**config.mk**
```make
export PLATFORM = sky130hd
export DESIGN_NAME = memory_turn_engine
export DESIGN_NICKNAME = d
export VERILOG_FILES = /design/src/rtl/memory_turn_engine.sv
export SDC_FILE = /design/constraint.sdc
export NUM_CORES = 1
export LEC_CHECK = 0
export ABC_AREA = 1
export ABC_CLOCK_PERIOD_IN_PS = 6600
export CAP_MARGIN = 10
export CORE_MARGIN = 2
export CORE_UTILIZATION = 55
export CTS_CLUSTER_DIAMETER = 150
export CTS_CLUSTER_SIZE = 8
export DETAILED_ROUTE_END_ITERATION = 16
export GPL_TIMING_DRIVEN = 1
export PLACE_DENSITY = 0.75
export RECOVER_POWER = 100
export SETUP_SLACK_MARGIN = 0.2
export SLEW_MARGIN = 20
export SYNTH_ARGS = -nofsm -noshare
export SYNTH_HDL_FRONTEND = slang
export SYNTH_SLANG_ARGS = --single-unit
export TNS_END_PERCENT = 30
```
**constraint.sdc**
```tcl
create_clock -name clk -period 6.6 [get_ports clk]
set_input_delay 0.99 -clock clk [delete_from_list [all_inputs] [get_ports clk]]
set_output_delay 0.99 -clock clk [all_outputs]
set_load 0.1 [all_outputs]
```
**src/rtl/memory_turn_engine.sv**
```systemverilog
// rtl/memory_turn_engine.sv - card-matching game engine: turns, per-turn timer, scoring, winner
module memory_turn_engine #(
   parameter int  NUM_CARDS     = 16,
   parameter int  NUM_PLAYERS   = 2,
   parameter int  TICKS_PER_SEC = 50_000_000,
   parameter int  TURN_SEC      = 15,
   parameter int  SHOW_SEC      = 1,
   localparam int IW            = $clog2(NUM_CARDS),
   localparam int VW            = $clog2(NUM_CARDS / 2),
   localparam int SW            = $clog2(NUM_CARDS / 2 + 1),
   localparam int PW            = $clog2(NUM_PLAYERS),
   localparam int WW            = $clog2(NUM_PLAYERS + 1)
) (
   input  logic                      clk,
   input  logic                      rst,
   input  logic                      start,
   input  logic                      sel_valid,
   input  logic [IW-1:0]             sel_idx,
   input  logic [VW-1:0]             card_val,
   output logic [2:0]                state,
   output logic [PW-1:0]             cur_player,
   output logic [NUM_CARDS-1:0]      face_up,
   output logic [NUM_CARDS-1:0]      matched,
   output logic [NUM_PLAYERS*SW-1:0] scores,
   output logic [4:0]                secs_left,
   output logic                      game_over,
   output logic [WW-1:0]             winner
);
   localparam int              SHOW_CYC    = SHOW_SEC * TICKS_PER_SEC;
   localparam int              TW          = $clog2(TICKS_PER_SEC + 1);
   localparam int              CW          = $clog2(SHOW_CYC + 1);
   localparam int              IW1         = IW + 1;
   localparam logic [TW-1:0]   PRESC_LAST  = TW'(TICKS_PER_SEC - 1);
   localparam logic [CW-1:0]   SHOW_LAST   = CW'(SHOW_CYC - 1);
   localparam logic [4:0]      TURN_RELOAD = 5'(TURN_SEC);
   localparam logic [SW-1:0]   SCORE_MAX   = SW'(NUM_CARDS / 2);
   localparam logic [PW-1:0]   LAST_PLAYER = PW'(NUM_PLAYERS - 1);
   localparam logic [IW1-1:0]  CARD_LIMIT  = IW1'(NUM_CARDS);

   typedef enum logic [2:0] {
      S_IDLE  = 3'd0,
      S_PICK1 = 3'd1,
      S_PICK2 = 3'd2,
      S_SHOW  = 3'd3,
      S_OVER  = 3'd4
   } state_t;

   state_t                    state_q, state_d;
   logic [PW-1:0]             player_q, player_d;
   logic [NUM_CARDS-1:0]      face_q, face_d;
   logic [NUM_CARDS-1:0]      matched_q, matched_d;
   logic [NUM_PLAYERS*SW-1:0] scores_q, scores_d;
   logic [4:0]                secs_q, secs_d;
   logic                      game_over_q, game_over_d;
   logic [WW-1:0]             winner_q, winner_d;
   logic [TW-1:0]             presc_q, presc_d;
   logic [CW-1:0]             show_q, show_d;
   logic [IW-1:0]             first_idx_q, first_idx_d;
   logic [IW-1:0]             second_idx_q, second_idx_d;
   logic [VW-1:0]             first_val_q, first_val_d;

   logic          pick_ok, running, wrap, timeout, tie;
   logic [PW-1:0] next_player;
   logic [SW-1:0] best;
   logic [WW-1:0] win_idx;

   always_comb begin
      state_d      = state_q;
      player_d     = player_q;
      face_d       = face_q;
      matched_d    = matched_q;
      scores_d     = scores_q;
      secs_d       = secs_q;
      game_over_d  = game_over_q;
      winner_d     = winner_q;
      presc_d      = presc_q;
      show_d       = show_q;
      first_idx_d  = first_idx_q;
      second_idx_d = second_idx_q;
      first_val_d  = first_val_q;

      next_player = (player_q == LAST_PLAYER) ? '0 : player_q + 1'b1;
      running     = (state_q == S_PICK1) || (state_q == S_PICK2);
      wrap        = running && (presc_q == PRESC_LAST);
      timeout     = wrap && (secs_q == 5'd1);
      pick_ok     = sel_valid && ({1'b0, sel_idx} < CARD_LIMIT) && !matched_q[sel_idx] &&
                    ((state_q == S_PICK1) || ((state_q == S_PICK2) && (sel_idx != first_idx_q)));

      // A wrap at secs_left==1 never decrements; the timeout branch reloads unless a pick wins.
      if (running) begin
         presc_d = wrap ? '0 : presc_q + 1'b1;
         if (wrap && !timeout) secs_d = secs_q - 5'd1;
      end

      case (state_q)
         S_IDLE, S_OVER: begin
            if (start) begin
               state_d     = S_PICK1;
               player_d    = '0;
               face_d      = '0;
               matched_d   = '0;
               scores_d    = '0;
               presc_d     = '0;
               secs_d      = TURN_RELOAD;
               game_over_d = 1'b0;
               winner_d    = '0;
            end
         end
         S_PICK1: begin
            if (pick_ok) begin
               face_d[sel_idx] = 1'b1;
               first_idx_d     = sel_idx;
               first_val_d     = card_val;
               state_d         = S_PICK2;
            end else if (timeout) begin
               player_d = next_player;
               presc_d  = '0;
               secs_d   = TURN_RELOAD;
            end
         end
         S_PICK2: begin
            if (pick_ok) begin
               face_d[sel_idx] = 1'b1;
               second_idx_d    = sel_idx;
               if (card_val == first_val_q) begin
                  matched_d[sel_idx]     = 1'b1;
                  matched_d[first_idx_q] = 1'b1;
                  for (int p = 0; p < NUM_PLAYERS; p++) begin
                     if ((PW'(p) == player_q) && (scores_q[p*SW +: SW] != SCORE_MAX))
                        scores_d[p*SW +: SW] = scores_q[p*SW +: SW] + 1'b1;
                  end
                  presc_d = '0;
                  secs_d  = TURN_RELOAD;
                  state_d = (&matched_d) ? S_OVER : S_PICK1;
               end else begin
                  show_d  = '0;
                  state_d = S_SHOW;
               end
            end else if (timeout) begin
               face_d[first_idx_q] = 1'b0;
               player_d            = next_player;
               presc_d             = '0;
               secs_d              = TURN_RELOAD;
               state_d             = S_PICK1;
            end
         end
         S_SHOW: begin
            if (show_q == SHOW_LAST) begin
               face_d[first_idx_q]  = 1'b0;
               face_d[second_idx_q] = 1'b0;
               player_d             = next_player;
               presc_d              = '0;
               secs_d               = TURN_RELOAD;
               state_d              = S_PICK1;
            end else begin
               show_d = show_q + 1'b1;
            end
         end
         default: state_d = S_IDLE;
      endcase

      // Winner is judged on the final scores so it appears on the same edge as OVER.
      best    = '0;
      tie     = 1'b0;
      win_idx = '0;
      for (int p = 0; p < NUM_PLAYERS; p++) begin
         if (scores_d[p*SW +: SW] > best) begin
            best    = scores_d[p*SW +: SW];
            win_idx = WW'(p + 1);
            tie     = 1'b0;
         end else if (scores_d[p*SW +: SW] == best) begin
            tie = 1'b1;
         end
      end
      if ((state_d == S_OVER) && (state_q != S_OVER)) begin
         game_over_d = 1'b1;
         winner_d    = tie ? '0 : win_idx;
      end
   end

   always_ff @(posedge clk or negedge rst) begin
      if (!rst) begin
         state_q      <= S_IDLE;
         player_q     <= '0;
         face_q       <= '0;
         matched_q    <= '0;
         scores_q     <= '0;
         secs_q       <= TURN_RELOAD;
         game_over_q  <= 1'b0;
         winner_q     <= '0;
         presc_q      <= '0;
         show_q       <= '0;
         first_idx_q  <= '0;
         second_idx_q <= '0;
         first_val_q  <= '0;
      end else begin
         state_q      <= state_d;
         player_q     <= player_d;
         face_q       <= face_d;
         matched_q    <= matched_d;
         scores_q     <= scores_d;
         secs_q       <= secs_d;
         game_over_q  <= game_over_d;
         winner_q     <= winner_d;
         presc_q      <= presc_d;
         show_q       <= show_d;
         first_idx_q  <= first_idx_d;
         second_idx_q <= second_idx_d;
         first_val_q  <= first_val_d;
      end
   end

   assign state      = state_q;
   assign cur_player = player_q;
   assign face_up    = face_q;
   assign matched    = matched_q;
   assign scores     = scores_q;
   assign secs_left  = secs_q;
   assign game_over  = game_over_q;
   assign winner     = winner_q;

endmodule

```
## After elaboration in Yosys (flattened, before gate mapping)

Index checks and enable logic that the tools add are counted.

- Register bits after elaboration: 115
- Logic and storage cells: 165
- Output and inout port bits: 52

- $lt $le $gt $ge: 8
- Equal/unequal tests: 24
- Add/subtract/negate cells: 6
- Bitwise logic cells: 8
- Muxes and demuxes: 72
- Reduce and logical (&&, ||, !) cells: 34

Operators with widths:

| cell | count |
|---|---|
| $mux W26 | 11 |
| $mux W16 | 7 |
| $pmux W26 S4 | 1 |
| $pmux W16 S4 | 1 |
| $add A26 B1 Y26 const B | 2 |
| $eq A26 B26 Y1 const B | 2 |
| $pmux W26 S2 | 1 |
| $or A16 B16 Y16 | 3 |
| $mux W5 | 8 |
| $and A16 B16 Y16 | 2 |
| $not A16 Y16 | 2 |
| $pmux W16 S2 | 1 |
| $mux W8 | 3 |
| $mux W3 | 7 |
| $pmux W5 S4 | 1 |
| $mux W1 | 16 |
| $pmux W8 S2 | 1 |
| $reduce_and A16 Y1 | 1 |
| $lt A4 B5 Y1 const B | 3 |
| $ne A2 B2 Y1 const B | 7 |
| $demux W1 S4 | 3 |
| $ge A4 B1 Y1 const B | 3 |
| $logic_and A1 B1 Y1 | 12 |
| $mux W4 | 3 |
| other kinds (31) | 51 |

## Longest topological paths before layout

- Depth after elaboration: 15
- Depth in mapped cells: 23
- Gate-level depth less buffers: 22

## Least setup slack after synthesis

No wires, ideal clock.

- Kind: reg2reg
- From: register state_q[1] (netlist: state[1])
- To: register winner_q[1] (netlist: winner[1])
- Slack: 3,339 ps
- Stages on the path, launching flop included: 20
- Clock period less this slack: 3,261 ps
- Buffers on the path: 1
- Data arrival time: 3,193 ps
- Data required time: 6,532 ps
- Cells stage by stage: dfrtp_1 -> inv_2 -> nor2_2 -> nand2_4 -> nand2_2 -> buf_6 -> o21ai_4 -> nor3_4 -> nand3_2 -> inv_1 -> nand3_1 -> nand3_1 -> o211ai_1 -> ha_1 -> nand2_1 -> inv_1 -> nand3_1 -> nand4_1 -> nand2b_1 -> nand2_1

RTL lines:

| item | RTL line | RTL |
|---|---|---|
| start, declared | 48 | `state_t state_q, state_d;` |
| start signal, assigned | 197 | `state_q <= state_d;` |
| $eq A3 B2 Y1 | 87, 95 |  |
| $logic_and A1 B1 Y1 | 87 | `((state_q == S_PICK1) \|\| ((state_q == S_PICK2) && (sel_idx != first_idx_q)));` |
| $logic_or A1 B1 Y1 | 87 |  |
| $logic_and A1 B1 Y1 | 86 | `pick_ok = sel_valid && ({1'b0, sel_idx} < CARD_LIMIT) && !matched_q[sel_idx] &&` |
| $mux W8 | 122 | `if (pick_ok) begin` |
| $pmux W8 S2 (*) | 95 | `case (state_q)` |
| named net scores_d[6] | 52 | `logic [NUM_PLAYERS*SW-1:0] scores_q, scores_d;` |
| parallel branches: the longest is 3 deep, another holds $gt A4 B4 Y1 | n/a |  |
| $mux W2 (*) | 177 | `winner_d = tie ? '0 : win_idx;` |
| $mux W2 (*) | 175 | `if ((state_d == S_OVER) && (state_q != S_OVER)) begin` |
| end signal, assigned | 204 | `winner_q <= winner_d;` |
| end, declared | 55 | `logic [WW-1:0] winner_q, winner_d;` |

Mark *: on every way through the listed nets, which the timed path passes.
A chain may end at the register's enable or synchronous reset.

## Worst setup path after layout

- From: input port sel_idx[0]
- To: register face_q[11] (netlist: face_up[11])

- Cells in the longest elaborated chain, start to end: 7

RTL lines:

| item | RTL line | RTL |
|---|---|---|
| start, declared | 18 | `input logic [IW-1:0] sel_idx,` |
| $lt A4 B5 Y1 (not written as such) (tied with other cells) | 111, 123 |  |
| $logic_and A1 B1 Y1 (not written as such) or $mux W1 (tied branches) | 111, 123, 86 |  |
| $mux W1 (not written as such) or $logic_not A1 Y1 (tied branches) | 111, 123, 86 |  |
| $demux W1 S4 or $logic_and A1 B1 Y1 (tied branches) | 111, 123, 86 |  |
| $or A16 B16 Y16 (no source line) or $logic_and A1 B1 Y1 (tied branches) | n/a |  |
| $mux W16 (tied with other cells) | 122 |  |
| $pmux W16 S4 or $reduce_and A5 Y1 (tied branches) | n/a |  |
| end signal, assigned | 185 | `face_q <= '0;` |
| end signal, assigned | 199 | `face_q <= face_d;` |
| end, declared | 50 | `logic [NUM_CARDS-1:0] face_q, face_d;` |

Several ways; a longest one is shown, not always the timed one. The select of a mux whose other input is x is not followed.

==> flow_summary.toml <==
[logic_synthesis]
netlist_area_um2 = 7700
synth-compound-area-share_pct = 12.9
synth_xor_area_share_pct = 5.69
seq_area_frac_synth_pct = 37.5
synth.area.top_cells = "dfrtp_1 36%, nand2_1 15%, nand3_1 6.4%"
synthArstFlopShare_pct = 100
syn_avg_cell_area_um2 = 7.13
synth_cells = 1080
yosysWarnings = 0
synth_ff_type = "dfrtp_1"
synth_top_family_by_area = "simple AND/OR/NAND/NOR gates"
ys_ff_latch = 115
yosys.area.top_type_share_pct = 36.1
synth_nets = 1103
synthMuxAreaShare_pct = 0.439
synth_fa_ha_area_share_pct = 1.95
synthSimpleGateAreaFrac_pct = 33.6
synth_top_area_cell = "dfrtp_1"
ys_types = 48
synth_edf_count = 0

[cells_and_area]
diodes = 0
layout_common_cells = "320 x nand2_1, 111 x dfrtp_1, 110 x inv_1"
layout_commonest_cell = "nand2_1"
layout.cells.non_filler = 1328
regArea_um2 = 2880
drive_gt1_share_pct = 5.31
nets = 1159
final_cell_area_um2 = 8840
multiInputGateArea_um2 = 4130
syn_to_final_growth_pct = 14.9
nFillCells = 1244

[global_route]
grt-ovfl-total = 0
antenna_found_initial = 0
grt_start_max_net_pins = 61
grt_pass1_vias = 6988
track_usage_pct = 28.5
grt_first_pass_wirelength_um = 33700

[cts]
cts_buffers = 17
hold_buffers = 0
worstSkewPairLatency_ns = 0.42
cts.reportedPaths.clkPinSlew_ns = 0.05
cts_tree = "yes"
clockRootBuffer = "clkbuf_16"
cts_resized = 0
cts_num_sinks = 115
clk_path_buf_depth = 2
postCtsSetupBuffers = 0
cts.htree.levels = 4

[routing]
viasPerCell = 5.63
dr.pass1.iters = 8
vias = 7471
totalWireLength_um = 20400
drt_iter0_markers = 540
drc_errors = 0
ant_nets = 0
wl_per_cell_um = 15.4

[critical_path]
cp_max_fo = 19
regToRegStartpoint = "state[1]"
startpoint_type = "input port"
r2r_end = "face_up[11]"
ff2ff_path_depth = 12
cp.arrival_ns = 4.90
crit_type = "in2reg"
crit_required_ns = 6.95
endpoint_kind = "register"
r2r_setup_slack_ns = 2.89

[min_path]
hp-start = "game_over"
hold_class = "reg2reg"
min_to = "game_over"
hold_depth = 2

[placement]
placed_cell_area_um2 = 8380
port-buffer-count = 62
dpl_worst_slack_ns = 2.31
dp_hpwl_um = 14500
gp_congestion = 0.934
dp.cells = 1297

[floorplanning]
die_x_um = 122
core_area_um2 = 13800
dieArea_um2 = 15000
initial_utilization_pct = 55.9
dieHeight_um = 122
rows = 43
ios = 63

[power_and_ir_drop]
power_frac_comb_pct = 49.0
seqPwrFrac_pct = 27.2
power.internal_w = 0.00177
clkPwrFrac_pct = 23.8
switchingPower_w = 0.00182
power_density_nw_per_um2 = 407
p_leak_nw = 3.99
p_sw_share_pct = 50.7
ir_worst_vdd_v = 0.000244

[sta]
tns_ns = 0
timing.final.max_slew_violations = 61
max-slew-margin-rel_pct = -120
rsz0062_at_grt = "no"
layout_min_cycle_time_ns = 4.54
fin_crit_sh_pct = 68.9
fin_ws_ns = 2.06
finalSetupViolCount = 0
fmax_mhz = 220
worst_slew_pin_slew_ns = 3.30
hold_viol_final = 0
finClkSkew_ns = 0.00908

[outcome]
outcome = "complete, but fails checks"
violations = "capacitance limit, slew limit"

[flow_run]
cap_violations = 1
==> per-stage QoR <==
step           hold WS (ns)  total power [W]  util (%)
2_1_floorplan         0.493          0.00240         -
3_3_place_gp          0.507          0.00277      60.8
3_5_place_dp          0.510          0.00278      60.8
4_1_cts               0.523          0.00365      64.8
5_1_grt               0.533          0.00382      64.2
6_report              0.506          0.00360      64.2
==> critical path: stages <==
cell	delay [ns]
dlygate4sd3_1	0.93
inv_1	0.23
nand2_1	0.10
nand2_1	0.05
nand2_1	0.05
nand2_1	0.06
nand2_1	0.05
nand2_1	0.10
nor3_1	0.82
nand2_1	0.44
nand2_1	0.57
a21oi_1	0.08
o21ai_0	0.26
nand2_1	0.08
nand2_1	0.09
==> layout make-up <==
type                       count  share of cell area, %
tap                          180                   2.55
clock buffer                  25                   5.49
multi-input combinational    822                   46.7
clock inverter                 6                  0.651
sequential                   115                   32.6
timing repair buffer          64                   7.09
inverter                     116                   4.92
==> registers in the layout, indices dropped and copies added, names as in the netlist <==
| name | flops |
|---|---|
| state | 3 |
| matched | 16 |
| presc_q | 26 |
| secs_left | 5 |
| show_q | 26 |
| first_idx_q | 4 |
| scores | 8 |
| first_val_q | 3 |
| cur_player | 1 |
| winner | 2 |
| game_over | 1 |
| second_idx_q | 4 |
| face_up | 16 |
==> routing by layer <==
metal	track usage, %	wire length, µm	vias to the layer above
met2	45.2	9440	277
li1	-	-	3648
met1	37.8	8950	3471
met4	13.9	752	0
met5	0	0	-
met3	5.20	1250	75
==> Yosys cell counts, drive strengths merged (2+ instances only) <==
| master | number |
|---|---|
| a21oi | 47 |
| nor4 | 9 |
| nor2 | 104 |
| o22ai | 15 |
| xor2 | 41 |
| nand2 | 322 |
| dfrtp | 111 |
| clkbuf | 7 |
| nand4 | 13 |
| ha | 12 |
| o31ai | 12 |
| nand3 | 101 |
| nand3b | 4 |
| a21boi | 16 |
| xnor2 | 9 |
| dfstp | 4 |
| a31oi | 2 |
| o21ai | 67 |
| buf | 20 |
| nor3 | 36 |
| inv | 114 |
| nor3b | 2 |
| clkinv | 2 |
| mux2 | 3 |
==> logic make-up after synthesis <==
group,after synthesis
AO/OA/AOI/OAI,162
XOR/XNOR,50
adder cells (fa/ha/maj),12
buffers and inverters,143
flip-flops,115
multiplexers,3
AND/OR/NAND/NOR,595
==> worst max path at each step <==
stage,slack (ns),endpoint,from,cells after the start
2_1_floorplan,3.34,winner[1],state[1],19
3_3_place_gp,2.39,winner[1],sel_idx[0],21
3_5_place_dp,2.31,winner[1],sel_idx[0],21
4_1_cts,2.73,winner[1],sel_idx[0],21
5_1_grt,1.28,show_q[11],rst,2
6_report,2.06,face_up[11],sel_idx[0],15
==> power groups by stage <==
stage | Sequential (W) | Clock [W] | Combinational (W)
after global routing | 0.000997 | 0.000896 | 0.00193
after detailed placement | 0.000988 | 0 | 0.00180
after global placement | 0.000985 | 0 | 0.00178
after floorplan | 0.00131 | 0 | 0.00108
final | 0.000980 | 0.000857 | 0.00176
after CTS | 0.000978 | 0.000867 | 0.00180
No activity file was read; power rests on OpenSTA's default activity.
